===== src/rtl/prf_wr_arb_pkg.sv =====
// Shared types, default sizes and small vector helpers for the PRF write arbiter.
package prf_wr_arb_pkg;

   localparam int unsigned PRF_WR_ARB_NUM_REQ = 3;
   localparam int unsigned PRF_WR_ARB_QDEPTH  = 2;

   localparam int unsigned PRF_IDX_W  = 7;
   localparam int unsigned PRF_DATA_W = 32;

   // Widest request vector the rotate/find helpers handle.
   localparam int unsigned FF_VEC_W = 32;
   localparam int unsigned FF_SEL_W = $clog2(FF_VEC_W);

   typedef enum logic [1:0] {
      PTYPE_INT  = 2'd0,
      PTYPE_FP   = 2'd1,
      PTYPE_VEC  = 2'd2,
      PTYPE_FLAG = 2'd3
   } t_ptype;

   typedef struct packed {
      t_ptype               ptype;
      logic [PRF_IDX_W-1:0] idx;
   } t_prf_id;

   typedef struct packed {
      t_prf_id               pdst;
      logic [PRF_DATA_W-1:0] data;
   } t_prf_wr_pkt;

   // Rotate right within the low n bits: result[i] = vec[(i + amt) mod n].
   function automatic logic [FF_VEC_W-1:0] rotate_right(input logic [FF_VEC_W-1:0] vec,
                                                        input int unsigned         amt,
                                                        input int unsigned         n);
      logic [FF_VEC_W-1:0] res;
      logic [FF_SEL_W-1:0] sel;
      res = '0;
      for (int unsigned i = 0; i < FF_VEC_W; i++) begin
         if (i < n) begin
            sel    = FF_SEL_W'((i + amt) % n);
            res[i] = vec[sel];
         end
      end
      return res;
   endfunction

   // Index of the lowest set bit, or FF_VEC_W when the vector is zero.
   function automatic int find_first1(input logic [FF_VEC_W-1:0] vec);
      int pos;
      pos = int'(FF_VEC_W);
      for (int i = int'(FF_VEC_W) - 1; i >= 0; i--) begin
         if (vec[i]) pos = i;
      end
      return pos;
   endfunction

endpackage


===== src/rtl/prf_wr_arb_if.sv =====
// Writeback-side handshake and PRF write-port bundle for prf_wr_arb.
interface prf_wr_arb_if
   import prf_wr_arb_pkg::*;
#(
   parameter int unsigned NUM_REQ      = PRF_WR_ARB_NUM_REQ,
   parameter int unsigned NUM_WR_PORTS = 1
);

   logic [NUM_REQ-1:0]                   req_vld;
   t_prf_wr_pkt [NUM_REQ-1:0]            req_pkt;
   logic [NUM_REQ-1:0]                   req_rdy;
   logic [NUM_WR_PORTS-1:0]              wr_en_nq_ro0;
   t_prf_wr_pkt [NUM_WR_PORTS-1:0]       wr_pkt_ro0;
   logic                                 busy;

   // Producer / PRF side.
   modport master (
      output req_vld, req_pkt,
      input  req_rdy, wr_en_nq_ro0, wr_pkt_ro0, busy
   );

   // Arbiter side.
   modport slave (
      input  req_vld, req_pkt,
      output req_rdy, wr_en_nq_ro0, wr_pkt_ro0, busy
   );

endinterface


===== src/rtl/prf_wr_skid_q.sv =====
// Per-requester skid FIFO of PRF write packets (circular buffer).
module prf_wr_skid_q
   import prf_wr_arb_pkg::*;
#(
   parameter int unsigned QDEPTH = PRF_WR_ARB_QDEPTH
) (
   input  logic        clk,
   input  logic        reset,
   input  logic        push,
   input  t_prf_wr_pkt push_pkt,
   input  logic        pop,
   output logic        head_vld,
   output t_prf_wr_pkt head_pkt,
   output logic        full
);

   localparam int unsigned CNT_W = $clog2(QDEPTH + 1);
   localparam int unsigned PTR_W = (QDEPTH > 1) ? $clog2(QDEPTH) : 1;

   t_prf_wr_pkt      mem [QDEPTH];
   logic [PTR_W-1:0] rd_ptr;
   logic [PTR_W-1:0] wr_ptr;
   logic [CNT_W-1:0] count;

   function automatic logic [PTR_W-1:0] ptr_inc(input logic [PTR_W-1:0] p);
      return (p == PTR_W'(QDEPTH - 1)) ? '0 : p + PTR_W'(1);
   endfunction

   // Pointer and occupancy update; push and pop in one cycle leave count unchanged.
   always_ff @(posedge clk) begin
      if (reset) begin
         rd_ptr <= '0;
         wr_ptr <= '0;
         count  <= '0;
      end else begin
         if (push) wr_ptr <= ptr_inc(wr_ptr);
         if (pop)  rd_ptr <= ptr_inc(rd_ptr);
         count <= count + CNT_W'(push) - CNT_W'(pop);
      end
   end

   // Storage is not reset; only slots below count are ever observed.
   always_ff @(posedge clk) begin
      if (push) mem[wr_ptr] <= push_pkt;
   end

   // Head and status decode from flopped state only.
   always_comb begin
      head_vld = (count != '0);
      head_pkt = mem[rd_ptr];
      full     = (count == CNT_W'(QDEPTH));
   end

`ifndef SYNTHESIS
   // Overflow and underflow are excluded by the handshake and the arbiter.
   always_ff @(posedge clk) begin
      if (!reset) begin
         a_no_push_full : assert (!(push && full));
         a_no_pop_empty : assert (!(pop && !head_vld));
      end
   end
`endif

endmodule


===== src/rtl/prf_wr_arb.sv =====
// Round-robin arbiter sharing PRF write ports among writeback producers.
module prf_wr_arb
   import prf_wr_arb_pkg::*;
#(
   parameter int unsigned NUM_REQ      = PRF_WR_ARB_NUM_REQ,
   parameter int unsigned NUM_WR_PORTS = 1,
   parameter int unsigned QDEPTH       = PRF_WR_ARB_QDEPTH
) (
   input logic         clk,
   input logic         reset,
   prf_wr_arb_if.slave bus
);

   localparam int unsigned PTR_W        = (NUM_REQ > 1) ? $clog2(NUM_REQ) : 1;
   localparam int unsigned STARVE_BOUND = (NUM_REQ + NUM_WR_PORTS - 1) / NUM_WR_PORTS;

   logic [PTR_W-1:0]   rr_ptr;
   logic [PTR_W-1:0]   rr_ptr_nxt;
   logic [NUM_REQ-1:0] head_vld;
   logic [NUM_REQ-1:0] full;
   logic [NUM_REQ-1:0] rdy;
   logic [NUM_REQ-1:0] push;
   logic [NUM_REQ-1:0] grant;
   t_prf_wr_pkt        head_pkt [NUM_REQ];

   for (genvar r = 0; r < NUM_REQ; r++) begin : g_q
      prf_wr_skid_q #(
         .QDEPTH(QDEPTH)
      ) u_q (
         .clk     (clk),
         .reset   (reset),
         .push    (push[r]),
         .push_pkt(bus.req_pkt[r]),
         .pop     (grant[r]),
         .head_vld(head_vld[r]),
         .head_pkt(head_pkt[r]),
         .full    (full[r])
      );
   end

   // Ready comes only from flopped fullness, so a full queue popping this cycle still stalls.
   always_comb begin
      rdy         = ~full & {NUM_REQ{~reset}};
      push        = bus.req_vld & rdy;
      bus.req_rdy = rdy;
      bus.busy    = (|head_vld) & ~reset;
   end

   // Grant the first NUM_WR_PORTS non-empty queues scanning upward from rr_ptr.
   always_comb begin
      logic [FF_VEC_W-1:0] rot;
      logic [PTR_W-1:0]    gidx;
      int                  first;
      int                  idx;
      grant            = '0;
      bus.wr_en_nq_ro0 = '0;
      bus.wr_pkt_ro0   = '0;
      rr_ptr_nxt       = rr_ptr;
      gidx             = '0;
      first            = 0;
      idx              = 0;
      rot              = rotate_right(FF_VEC_W'(head_vld), int'(rr_ptr), NUM_REQ);
      for (int k = 0; k < int'(NUM_WR_PORTS); k++) begin
         first = find_first1(rot);
         if (!reset && (first < int'(NUM_REQ))) begin
            rot[FF_SEL_W'(first)] = 1'b0;
            idx = first + int'(rr_ptr);
            if (idx >= int'(NUM_REQ)) idx = idx - int'(NUM_REQ);
            gidx                = PTR_W'(idx);
            grant[gidx]         = 1'b1;
            bus.wr_en_nq_ro0[k] = 1'b1;
            bus.wr_pkt_ro0[k]   = head_pkt[gidx];
            // Last grant wins: pointer moves just past it.
            rr_ptr_nxt = (gidx == PTR_W'(NUM_REQ - 1)) ? '0 : gidx + PTR_W'(1);
         end
      end
   end

   // Round-robin pointer; holds when nothing is granted.
   always_ff @(posedge clk) begin
      if (reset) rr_ptr <= '0;
      else       rr_ptr <= rr_ptr_nxt;
   end

`ifndef SYNTHESIS
   logic [7:0] wait_cnt [NUM_REQ];

   // Consecutive cycles each non-empty head has been passed over.
   always_ff @(posedge clk) begin
      for (int r = 0; r < int'(NUM_REQ); r++) begin
         if (reset || !head_vld[r] || grant[r]) wait_cnt[r] <= '0;
         else                                   wait_cnt[r] <= wait_cnt[r] + 8'd1;
      end
   end

   // Port targets are distinct and no head waits past the round-robin bound.
   always_ff @(posedge clk) begin
      if (!reset) begin
         for (int i = 0; i < int'(NUM_WR_PORTS); i++) begin
            for (int j = i + 1; j < int'(NUM_WR_PORTS); j++) begin
               a_distinct_pdst : assert (!(bus.wr_en_nq_ro0[i] && bus.wr_en_nq_ro0[j] &&
                                           bus.wr_pkt_ro0[i].pdst == bus.wr_pkt_ro0[j].pdst));
            end
         end
         for (int r = 0; r < int'(NUM_REQ); r++) begin
            a_starve : assert (!(head_vld[r] && !grant[r] &&
                                 wait_cnt[r] >= 8'(STARVE_BOUND - 1)));
         end
      end
   end
`endif

endmodule


===== src/flat_wrapper.sv =====
// flat-port wrapper written by rule: the top's interface ports become plain ports
module prf_wr_arb_flat import prf_wr_arb_pkg::*;
#(
   parameter int unsigned NUM_REQ      = PRF_WR_ARB_NUM_REQ,
   parameter int unsigned NUM_WR_PORTS = 1,
   parameter int unsigned QDEPTH       = PRF_WR_ARB_QDEPTH
)
  (clk, reset, bus_req_vld, bus_req_pkt, bus_req_rdy, bus_wr_en_nq_ro0, bus_wr_pkt_ro0, bus_busy);
  prf_wr_arb_if #(.NUM_REQ(NUM_REQ), .NUM_WR_PORTS(NUM_WR_PORTS)) bus_i ();
  input logic clk;
  input logic reset;
  input wire logic [$bits(bus_i.req_vld)-1:0] bus_req_vld;
  input wire logic [$bits(bus_i.req_pkt)-1:0] bus_req_pkt;
  output wire logic [$bits(bus_i.req_rdy)-1:0] bus_req_rdy;
  output wire logic [$bits(bus_i.wr_en_nq_ro0)-1:0] bus_wr_en_nq_ro0;
  output wire logic [$bits(bus_i.wr_pkt_ro0)-1:0] bus_wr_pkt_ro0;
  output wire logic [$bits(bus_i.busy)-1:0] bus_busy;
  assign bus_i.req_vld = bus_req_vld;
  assign bus_i.req_pkt = bus_req_pkt;
  assign bus_req_rdy = bus_i.req_rdy;
  assign bus_wr_en_nq_ro0 = bus_i.wr_en_nq_ro0;
  assign bus_wr_pkt_ro0 = bus_i.wr_pkt_ro0;
  assign bus_busy = bus_i.busy;
  prf_wr_arb #(.NUM_REQ(NUM_REQ), .NUM_WR_PORTS(NUM_WR_PORTS), .QDEPTH(QDEPTH)) u_core (.clk(clk), .reset(reset), .bus(bus_i));
endmodule

===== config.mk =====
export PLATFORM = sky130hd
export DESIGN_NAME = prf_wr_arb_flat
export DESIGN_NICKNAME = d
export VERILOG_FILES = /design/src/rtl/prf_wr_arb_pkg.sv /design/src/rtl/prf_wr_arb_if.sv /design/src/rtl/prf_wr_skid_q.sv /design/src/rtl/prf_wr_arb.sv /design/src/flat_wrapper.sv
export SDC_FILE = /design/constraint.sdc
export NUM_CORES = 1
export LEC_CHECK = 0
export ABC_AREA = 1
export CAP_MARGIN = 5
export CORE_MARGIN = 2
export CORE_UTILIZATION = 54
export CTS_CLUSTER_DIAMETER = 150
export DETAILED_ROUTE_END_ITERATION = 12
export GPL_TIMING_DRIVEN = 0
export PLACE_DENSITY_LB_ADDON = 0.12
export SKIP_LAST_GASP = 1
export SYNTH_ARGS = -nofsm -noshare
export SYNTH_HDL_FRONTEND = slang
export SYNTH_SLANG_ARGS = --single-unit

===== constraint.sdc =====
create_clock -name clk -period 5.41 [get_ports clk]
set_input_delay 0.541 -clock clk [delete_from_list [all_inputs] [get_ports clk]]
set_output_delay 0.541 -clock clk [all_outputs]
set_load 0.05 [all_outputs]

# == Yosys cells after proc, flatten, opt, wreduce, memory -nomap -nowiden ==
# Memory sizes are Yosys's and may differ from the RTL's. A register that Yosys moved wholly into a read port is not among the register bits.
# Cells that the tools add are included.
# classes
muxes,38
n_reduce_logical,7
eq_ne,4
addsub,17
bitwise_logic,6
n_div,3
n_lt_le_gt_ge,8
# ops
op,count
41-bit two-way mux,3
41-bit binary-select mux with 2-bit select,1
32-bit by 2-bit modulo with 32-bit output (second input constant),2
2-bit by 2-bit modulo with 32-bit output (second input constant),1
1-bit two-way mux,23
5-bit by 6-bit < comparator with 1-bit output (second input constant),3
6-bit two-way mux,3
1-bit binary-select mux with 5-bit select,3
2-bit equality test (second input constant),4
6-bit by 2-bit adder with 7-bit output,1
7-bit by 2-bit greater-or-equal comparator with 1-bit output (second input constant),1
1-bit adder (second input constant),6
2-bit by 1-bit adder with 2-bit output,3
3-bit AND,2
6-bit by 2-bit < comparator with 1-bit output (second input constant),1
2-bit two-way mux,3
2-bit nonzero test,3
2-bit by 1-bit subtractor with 2-bit output,3
1-bit by 2-bit adder with 3-bit output (first input constant),1
2-bit by 2-bit adder with 3-bit output (first input constant),1
3-bit greater-or-equal comparator (second input constant),1
2-bit by 3-bit < comparator with 1-bit output (second input constant),1
3-bit two-way mux,1
2-bit inverter with 3-bit output,1
10 further kinds,11
# word_totals
ram_bits,246
regBits,14
elab_cells,96
mem_count,3
output_inout_bits,46
# memory_table
memory,words,word_bits,read_ports,rd_ports_with_merged_regs,write_ports,line,source
u_core.g_q[0].u_q.mem,2,41,1,1,1,prf_wr_skid_q.sv:20,t_prf_wr_pkt mem [QDEPTH];
u_core.g_q[1].u_q.mem,2,41,1,1,1,prf_wr_skid_q.sv:20,
u_core.g_q[2].u_q.mem,2,41,1,1,1,prf_wr_skid_q.sv:20,

# == Longest topological paths before layout ==
# Gate-level depths: netlist of the first run.
# depth
depth_word,18
depth_mapped,27
ltp_nobuf,27

# == By module ==
# A second synthesis of the first run with hierarchy kept.
# hier_totals
hier_cells,786
hier_area_um2,11813.8
# modules_own_cells
module,instances,cells_each,area_each_um2
prf_wr_skid_q,3,159,3389.5
prf_wr_arb,1,309,1645.3

# == Worst setup path after synthesis of the first run ==
# Ideal clock, no wire load.
# synth_timing
path_kind,reg-to-output
from,register u_core.rr_ptr[0]
to,output port bus_wr_pkt_ro0[10]
n_path_buf,1
t_arrival_ns,3.671
path_stages_with_launch,24
t_required_ns,4.869
path_slack_ns,1.198
path_cell_list,dfxtp_1 > inv_1 > ha_1 > inv_1 > ha_1 > inv_1 > nor2_1 > nor2_1 > a21oi_1 > nand2_2 > a31oi_1 > ha_1 > inv_1 > fa_1 > inv_1 > ha_1 > nor2_1 > nand3_1 > nand2_4 > nand2_4 > buf_6 > o21ai_1 > nand2_1 > inv_1
# synth_via
elab_chain_len,16
word_cells_on_any_way,26
cone_classes,add/sub (4); div (3); order compare (2); mux (15); bitwise (1); reduce/logical (1)
# synth_rtl
item,line,source
start: declaration,prf_wr_arb.sv:17,logic [PTR_W-1:0] rr_ptr;
start signal: assignment,prf_wr_arb.sv:82,else rr_ptr <= rr_ptr_nxt;
2-bit by 2-bit adder with 3-bit output,prf_wr_arb_pkg.sv:40,sel = FF_SEL_W'((i + amt) % n);
32-bit by 2-bit modulo with 32-bit output,prf_wr_arb_pkg.sv:40,
1-bit binary-select mux with 5-bit select,prf_wr_arb_pkg.sv:41,res[i] = vec[sel];
1-bit two-way mux (implied by the code),prf_wr_arb_pkg.sv:41,
6-bit two-way mux (3 in a row),prf_wr_arb_pkg.sv:52,if (vec[i]) pos = i;
6-bit by 2-bit adder with 7-bit output,prf_wr_arb.sv:67,idx = first + int'(rr_ptr);
7-bit by 2-bit greater-or-equal comparator with 1-bit output or 2-bit by 1-bit subtractor with 2-bit output (tied branches),prf_wr_arb.sv:68,if (idx >= int'(NUM_REQ)) idx = idx - int'(NUM_REQ);
2-bit two-way mux,prf_wr_arb.sv:68,
2-bit two-way mux,prf_wr_arb.sv:65,if (!reset && (first < int'(NUM_REQ))) begin
2-bit inverter with 3-bit output (implied by the code),prf_wr_arb.sv:72,bus.wr_pkt_ro0[k] = head_pkt[gidx];
41-bit binary-select mux with 2-bit select,prf_wr_arb.sv:72,
41-bit two-way mux (implied by the code) (2 in a row),prf_wr_arb.sv:72,
41-bit two-way mux *,prf_wr_arb.sv:65,
end: declaration,flat_wrapper.sv:16,output wire logic [$bits(bus_i.wr_pkt_ro0)-1:0] bus_wr_pkt_ro0;
# Mark *: on every way between the ends. The rest lies on a longest branch, timed or not. The select of a mux whose other input is x is not followed.

# == Worst setup path after layout of the first run ==
# layout_timing
from,register u_core.rr_ptr[0]
to,output port bus_wr_pkt_ro0[4]
# The elaborated chain is that of the path after synthesis.

==> results by group, run 1 <==
Flow run
  • Max_cap viols: 0

Floorplanning
  • Core area: approximately 20,000 um^2
  • Die Ht: 147.8 um
  • Total die area: 21,840 um^2
  • I/O pin cnt: around 170
  • Row count: between 50 and 60
  • Die W: between 100 and 150 um
  • Initial core utilization: 0.5518

Yosys
  • Post-synthesis adder-cell area fraction: 0.02085
  • Sequential share of the synthesized area: 0.6921
  • Synth Area in Compound Gates: 0.02757
  • Simple-gate share of the synthesized area: 0.1044
  • Cell Area, Synth: 11,160 um^2
  • Top cells by area, synth: edfxtp_1 (66%), mux2i_1 (11%), nand2_1 (7.8%)
  • Post-synthesis xor/xnor area fraction: 0.002353
  • Syn nets: 1,009
  • Avg Cell Area, Syn: between 10 and 15 um^2
  • YS warnings: 0
  • Yosys cell types: 28
  • Post-synthesis cell count: 863
  • Post-synth top area share: 0.6617
  • Post-synthesis mux area share: 0.1103
  • FF+latch count, synth: 263
  • Yosys top cell by area: edfxtp_1
  • Largest family of logic cells by synthesized area: multiplexers

Finish
  • Seq. cell area: approximately 7700 um^2
  • Finished layout cell area: 14,150 um^2
  • Multi-input logic area: 3022 um^2
  • Most frequent cells in the layout: edfxtp_1 (246), nand2_1 (231), clkdlybuf4s50_1 (131)
  • Final nets: about 1,200
  • Layout cell share with drive strength beyond 1: 0.1173
  • Layout fillers: 1,465
  • Layout area overhead: 26.71%
  • Commonest non-fill, non-tap cell in the layout: edfxtp_1
  • Final Instance Count excl. Fillers: ~1,400

Clock network
  • CTS clk-pin slew, worst paths: approximately 0.060 ns
  • Max clock buf depth: 3
  • Root Buffer: clkbuf_16
  • Cts bufs inserted: 27
  • Clk sink count: 263
  • TritonCTS clock tree: done
  • Worst-skew pair later-pin latency: 0.52 ns
  • # H-tree levels: 1

Worst setup path
  • CP startpoint kind: register
  • Setup crit end kind: primary output
  • Setup CP Type: register to primary output
  • Most used cell, CP: inv_1
  • Crit-path max cell delay: 0.51 ns
  • CP cell instances: inv_2 > ha_1 > inv_1 > ha_1 > inv_1 > nor2_1 > nor2_1 > a21oi_1 > nand2_2 > a31oi_1 > ha_1 > inv_1 > fa_1 > inv_1 > ha_1 > nor2_4 > nand3_1 > nand2_4 > nand2_2 > buf_2 > o21ai_1 > nand2_1 > inv_1 > buf_2
  • Slowest cell on the critical path: fa_1
  • CP max FO: 10
  • Critical Path AT: 4.52 ns
  • Largest delay share family, worst path: adder cells
  • Worst Path Buf+Inv: 8
  • Worst Path Required: 4.87 ns

Place
  • DPL Wire Length: around 17 mm
  • Placed cells: 1,311
  • Gpl congestion: 0.7362
  • Post-DP Area: approximately 13,000 um^2
  • # port buffers: 172

Drt
  • DR iter-0 viols: roughly 430
  • Antenna Nets Post-Route: 0
  • TritonRoute pass-1 iters: 5
  • Drt total wl: 24.23 mm
  • Drt via density: 5.152
  • Vias: between 7,000 and 8,000
  • Number of remaining DRC errors: 0
  • WL per Instance: 17.79 um

STA
  • Final Slew Violations: 0
  • Hold Violations, Final: 0
  • Setup tns final: 0 ns
  • Min Tclk post-route: slightly above 5 ns
  • Worst Skew: around 0.0087 ns
  • Final worst path period share: 0.9351
  • Relative slew slack: 0.3721
  • Worst slew pin tran: between 0.9 and 1 ns
  • FMAX: 197.7 MHz
  • Final hold slack: 0.4096 ns
  • RSZ-0062 raised after global routing: no
  • Final setup violation count: 0

Outcome
  • Outcome: completed

GRT
  • Largest net degree at the start of global routing: 27
  • Vias in the first global route: slightly above 7,000
  • First-pass GRT wire length: roughly 38 mm
  • Total Routing Usage GR: 0.2234
  • Total grt overflow: 0
  • Initial antenna violation count: 1

Hold path
  • Worst Hold Class: input pin to register
## cells in the mapped netlist, drive strengths merged
cell and n:
xor2 3, ha 17, a31oi 1, clkbuf 17, edfxtp 246, o21ai 49
nand2 240, o32ai 1, dfxtp 17, nand3 12, mux2i 123, nand4 4
or2 1, o31ai 1, buf 20, nor2 29, a21oi 8, fa 1
inv 73
## layout make-up
cell class / count / share of cell area
multi-input cells: 490 / 0.2136
inverters: 73 / 0.01937
diodes: 1 / 0.0001769
repair buffers: 178 / 0.1183
plain buffers: 37 / 0.01495
clock inverters: 14 / 0.01185
well taps: 270 / 0.02388
flip-flops and latches: 263 / 0.5463
clock buffers: 36 / 0.05157
## final timing paths
kind	from	end	slack (ns)	depth (start not counted)
hold / removal	reset	u_core.g_q[2].u_q.count[0]	0.41	2
hold reg to reg	u_core.g_q[2].u_q.count[1]	u_core.g_q[2].u_q.count[1]	0.48	1
setup / recovery	u_core.rr_ptr[0]	bus_wr_pkt_ro0[4]	0.35	24
setup reg to reg	u_core.rr_ptr[0]	u_core.g_q[2].u_q.count[1]	0.96	26
## through the flow
step | utilization | worst slack, ns
detailed placement | 0.6621 | 0.07917
global route | 0.6990 | 0.003662
floorplan | - | 1.198
global placement | 0.6535 | 0.1008
finish | 0.6991 | 0.3510
CTS | 0.7087 | 0.0008833
## cell families after synthesis
kind of cell | after synthesis
XOR/XNOR | 3
AND/OR/NAND/NOR | 286
buffers and inverters | 110
multiplexers | 123
flip-flops | 263
adder cells (fa/ha/maj) | 18
AO/OA/AOI/OAI | 60
## flip-flops by register name, indices dropped and copies added (netlist names), named ones only
name / cells
u_core.g_q.u_q.mem: 246
u_core.rr_ptr: 2
u_core.g_q.u_q.rd_ptr: 3
u_core.g_q.u_q.count: 6
u_core.g_q.u_q.wr_ptr: 3
## repair_timing
item,4_1_cts,5_1_grt
pin swaps,0,2
gates cloned,0,0
setup buffers,0,0
gates resized for setup,118,99
setup endpoints to repair,41,41
hold buffers,0,0
## routing by layer
layer,share of wire,track usage,vias up
met5,0,0,-
met4,0.015,0.04423,0
met3,0.064,0.03889,29
met2,0.49,0.3856,196
met1,0.43,0.3022,3381
li1,-,-,3411
Power of run 1 is left out: the tool's default activity adds up to more than one toggle a clock period on the data nets, which glitch-free logic cannot reach.
==> inputs of run 2 (changes only) <==
Settings changed: GPL_TIMING_DRIVEN 0 to default.
==> results by group, run 2 (synthesis gave the netlist of run 1 again) <==
Drt
  • Vias: between 7,000 and 8,000
  • Number of remaining DRC errors: 0
  • Drt total wl: 25.68 mm
  • WL per Instance: approximately 19 um
  • Drt via density: 5.309
  • Antenna Nets Post-Route: 0
  • TritonRoute pass-1 iters: 5
  • DR iter-0 viols: between 500 and 600

Clock network
  • Worst-skew pair later-pin latency: ~0.52 ns
  • CTS clk-pin slew, worst paths: 0.06 ns
  • Cts bufs inserted: 27
  • Root Buffer: clkbuf_16
  • TritonCTS clock tree: done
  • Max clock buf depth: 3
  • # H-tree levels: 1
  • Clk sink count: 263

GRT
  • Total grt overflow: 0
  • Met1 GRT Util: 0.3136
  • GR peak layer: met2
  • Initial antenna violation count: 1
  • Met2 usage: 0.3891
  • Total Routing Usage GR: 0.2279
  • Largest net degree at the start of global routing: 44
  • Met3 GRT Util: 0.04167
  • First-pass GRT wire length: slightly below 40 mm
  • Vias in the first global route: about 7,000

STA
  • Worst slew pin tran: just under 0.7 ns
  • Final Slew Violations: 0
  • Final setup violation count: 0
  • Worst Skew: about 0.020 ns
  • Final worst path period share: 0.9470
  • Final hold slack: about 0.48 ns
  • FMAX: 195.2 MHz
  • Relative slew slack: 0.5499
  • Hold Violations, Final: 0
  • RSZ-0062 raised after global routing: yes
  • Min Tclk post-route: 5.123 ns

Finish
  • Seq. cell area: approximately 7700 um^2
  • Final nets: 1,195
  • Biggest register: u_core.g_q.u_q.mem
  • Layout fillers: 1,355
  • Commonest non-fill, non-tap cell in the layout: edfxtp_1
  • Most frequent cells in the layout: edfxtp_1 (246), nand2_1 (231), clkdlybuf4s50_1 (132)
  • Max reg flops: 246
  • Multi-input logic area: 3068 um^2
  • Top flop regs: u_core.g_q.u_q.mem: 246 flops, u_core.g_q.u_q.count: 6 flops
  • Layout area overhead: 30.86%
  • Layout cell share with drive strength beyond 1: 0.1224

Worst setup path
  • CP startpoint kind: register
  • Reg2Reg Depth: 27
  • Setup CP Type: register to primary output
  • Worst Path Required: between 4 and 5 ns
  • Critical Path AT: 4.58 ns
  • Setup crit end kind: primary output
  • CP max FO: 22
  • Reg-to-reg slack, setup: 0.64 ns

Place
  • Gpl congestion: 0.8253
  • DPL Wire Length: about 16 mm
  • # port buffers: roughly 170

Floorplanning
  • I/O pin cnt: 174
  • Die W: 147.8 um
  • Total die area: 21,840 um^2
  • Die Ht: 147.8 um
  • Core area: 20,230 um^2
  • Row count: 52
  • Initial core utilization: 0.5518

Flow run
  • Max_cap viols: 0

Hold path
  • WHS Path Cells: 1
  • Worst Hold Class: register to register

Outcome
  • Outcome: completed
[run 2: cell types whose count changed in the layout (fill, tap and decap cells not counted), moves of 3 or more]
| cell | delta |
|---|---|
| clkbuf_2 | -5 |
| buf_4 | +10 |
| clkbuf_1 | -21 |
| buf_12 | +37 |
| clkbuf_4 | -16 |
| clkinv_2 | +3 |
| dfxtp_2 | +4 |
| dfxtp_1 | -4 |
| buf_2 | -31 |
[run 2: worst paths after layout]
kind | start | end
setup / recovery | u_core.rr_ptr[0] | bus_wr_pkt_ro0[5]
hold reg to reg | u_core.g_q[2].u_q.count[1] | u_core.g_q[2].u_q.count[1]
setup reg to reg | u_core.rr_ptr[0] | u_core.g_q[0].u_q.count[1]
hold / removal | u_core.g_q[2].u_q.count[1] | u_core.g_q[2].u_q.count[1]
[run 2: worst max-delay path: stages (launching register included)]
cell and delay (ns):
dfxtp_2 0.35, inv_1 0.15, ha_1 0.19, inv_1 0.07, ha_1 0.28, inv_1 0.04, nor2_1 0.08, nor2_1 0.05
a21oi_1 0.14, nand2_2 0.11, a31oi_1 0.20, ha_1 0.19, inv_1 0.05, fa_1 0.51, inv_1 0.07, ha_1 0.21
nor2_4 0.20, nand2_4 0.09, nand2_2 0.13, nand2_4 0.15, nand2_2 0.11, buf_6 0.23, o21ai_1 0.13, nand2_1 0.10
inv_1 0.07, buf_12 0.15
[run 2: repair_timing]
action / in CTS / in global routing
gates resized for setup: 4 / 9
setup buffers: 0 / 3
hold buffers: 0 / 0
gates cloned: 0 / 3
pin swaps: 0 / 4
setup endpoints to repair: 41 / 41
[run 2: final cells by class]
class | instances | share of cell area
well taps | 270 | 0.02312
clock inverters | 19 | 0.01353
flip-flops and latches | 263 | 0.5292
clock buffers | 31 | 0.04796
inverters | 73 | 0.01875
repair buffers | 191 | 0.1572
diodes | 1 | 0.0001713
multi-input cells | 493 | 0.2100
[run 2: through the flow]
step                setup slack, ns  setup TNS (ns)  cell area [um^2]  cells  utilization
finish                       0.2865               0             14610   1341       0.7221
global route               -0.04667         -0.3280             14610   1340       0.7219
floorplan                     1.198               0             11160    863            -
detailed placement           0.3870               0             13610   1284       0.6725
global placement             0.6136               0             13610   1284       0.6725
CTS                         0.04585               0             14530   1334       0.7178
[run 2: layer usage]
metal / part of all wire / wire length (um)
met5: 0 / 0
met4: 0.0098 / 252
met3: 0.064 / 1646
met2: 0.50 / 12910
met1: 0.42 / 10870
Power of run 2 is left out for the same reason.
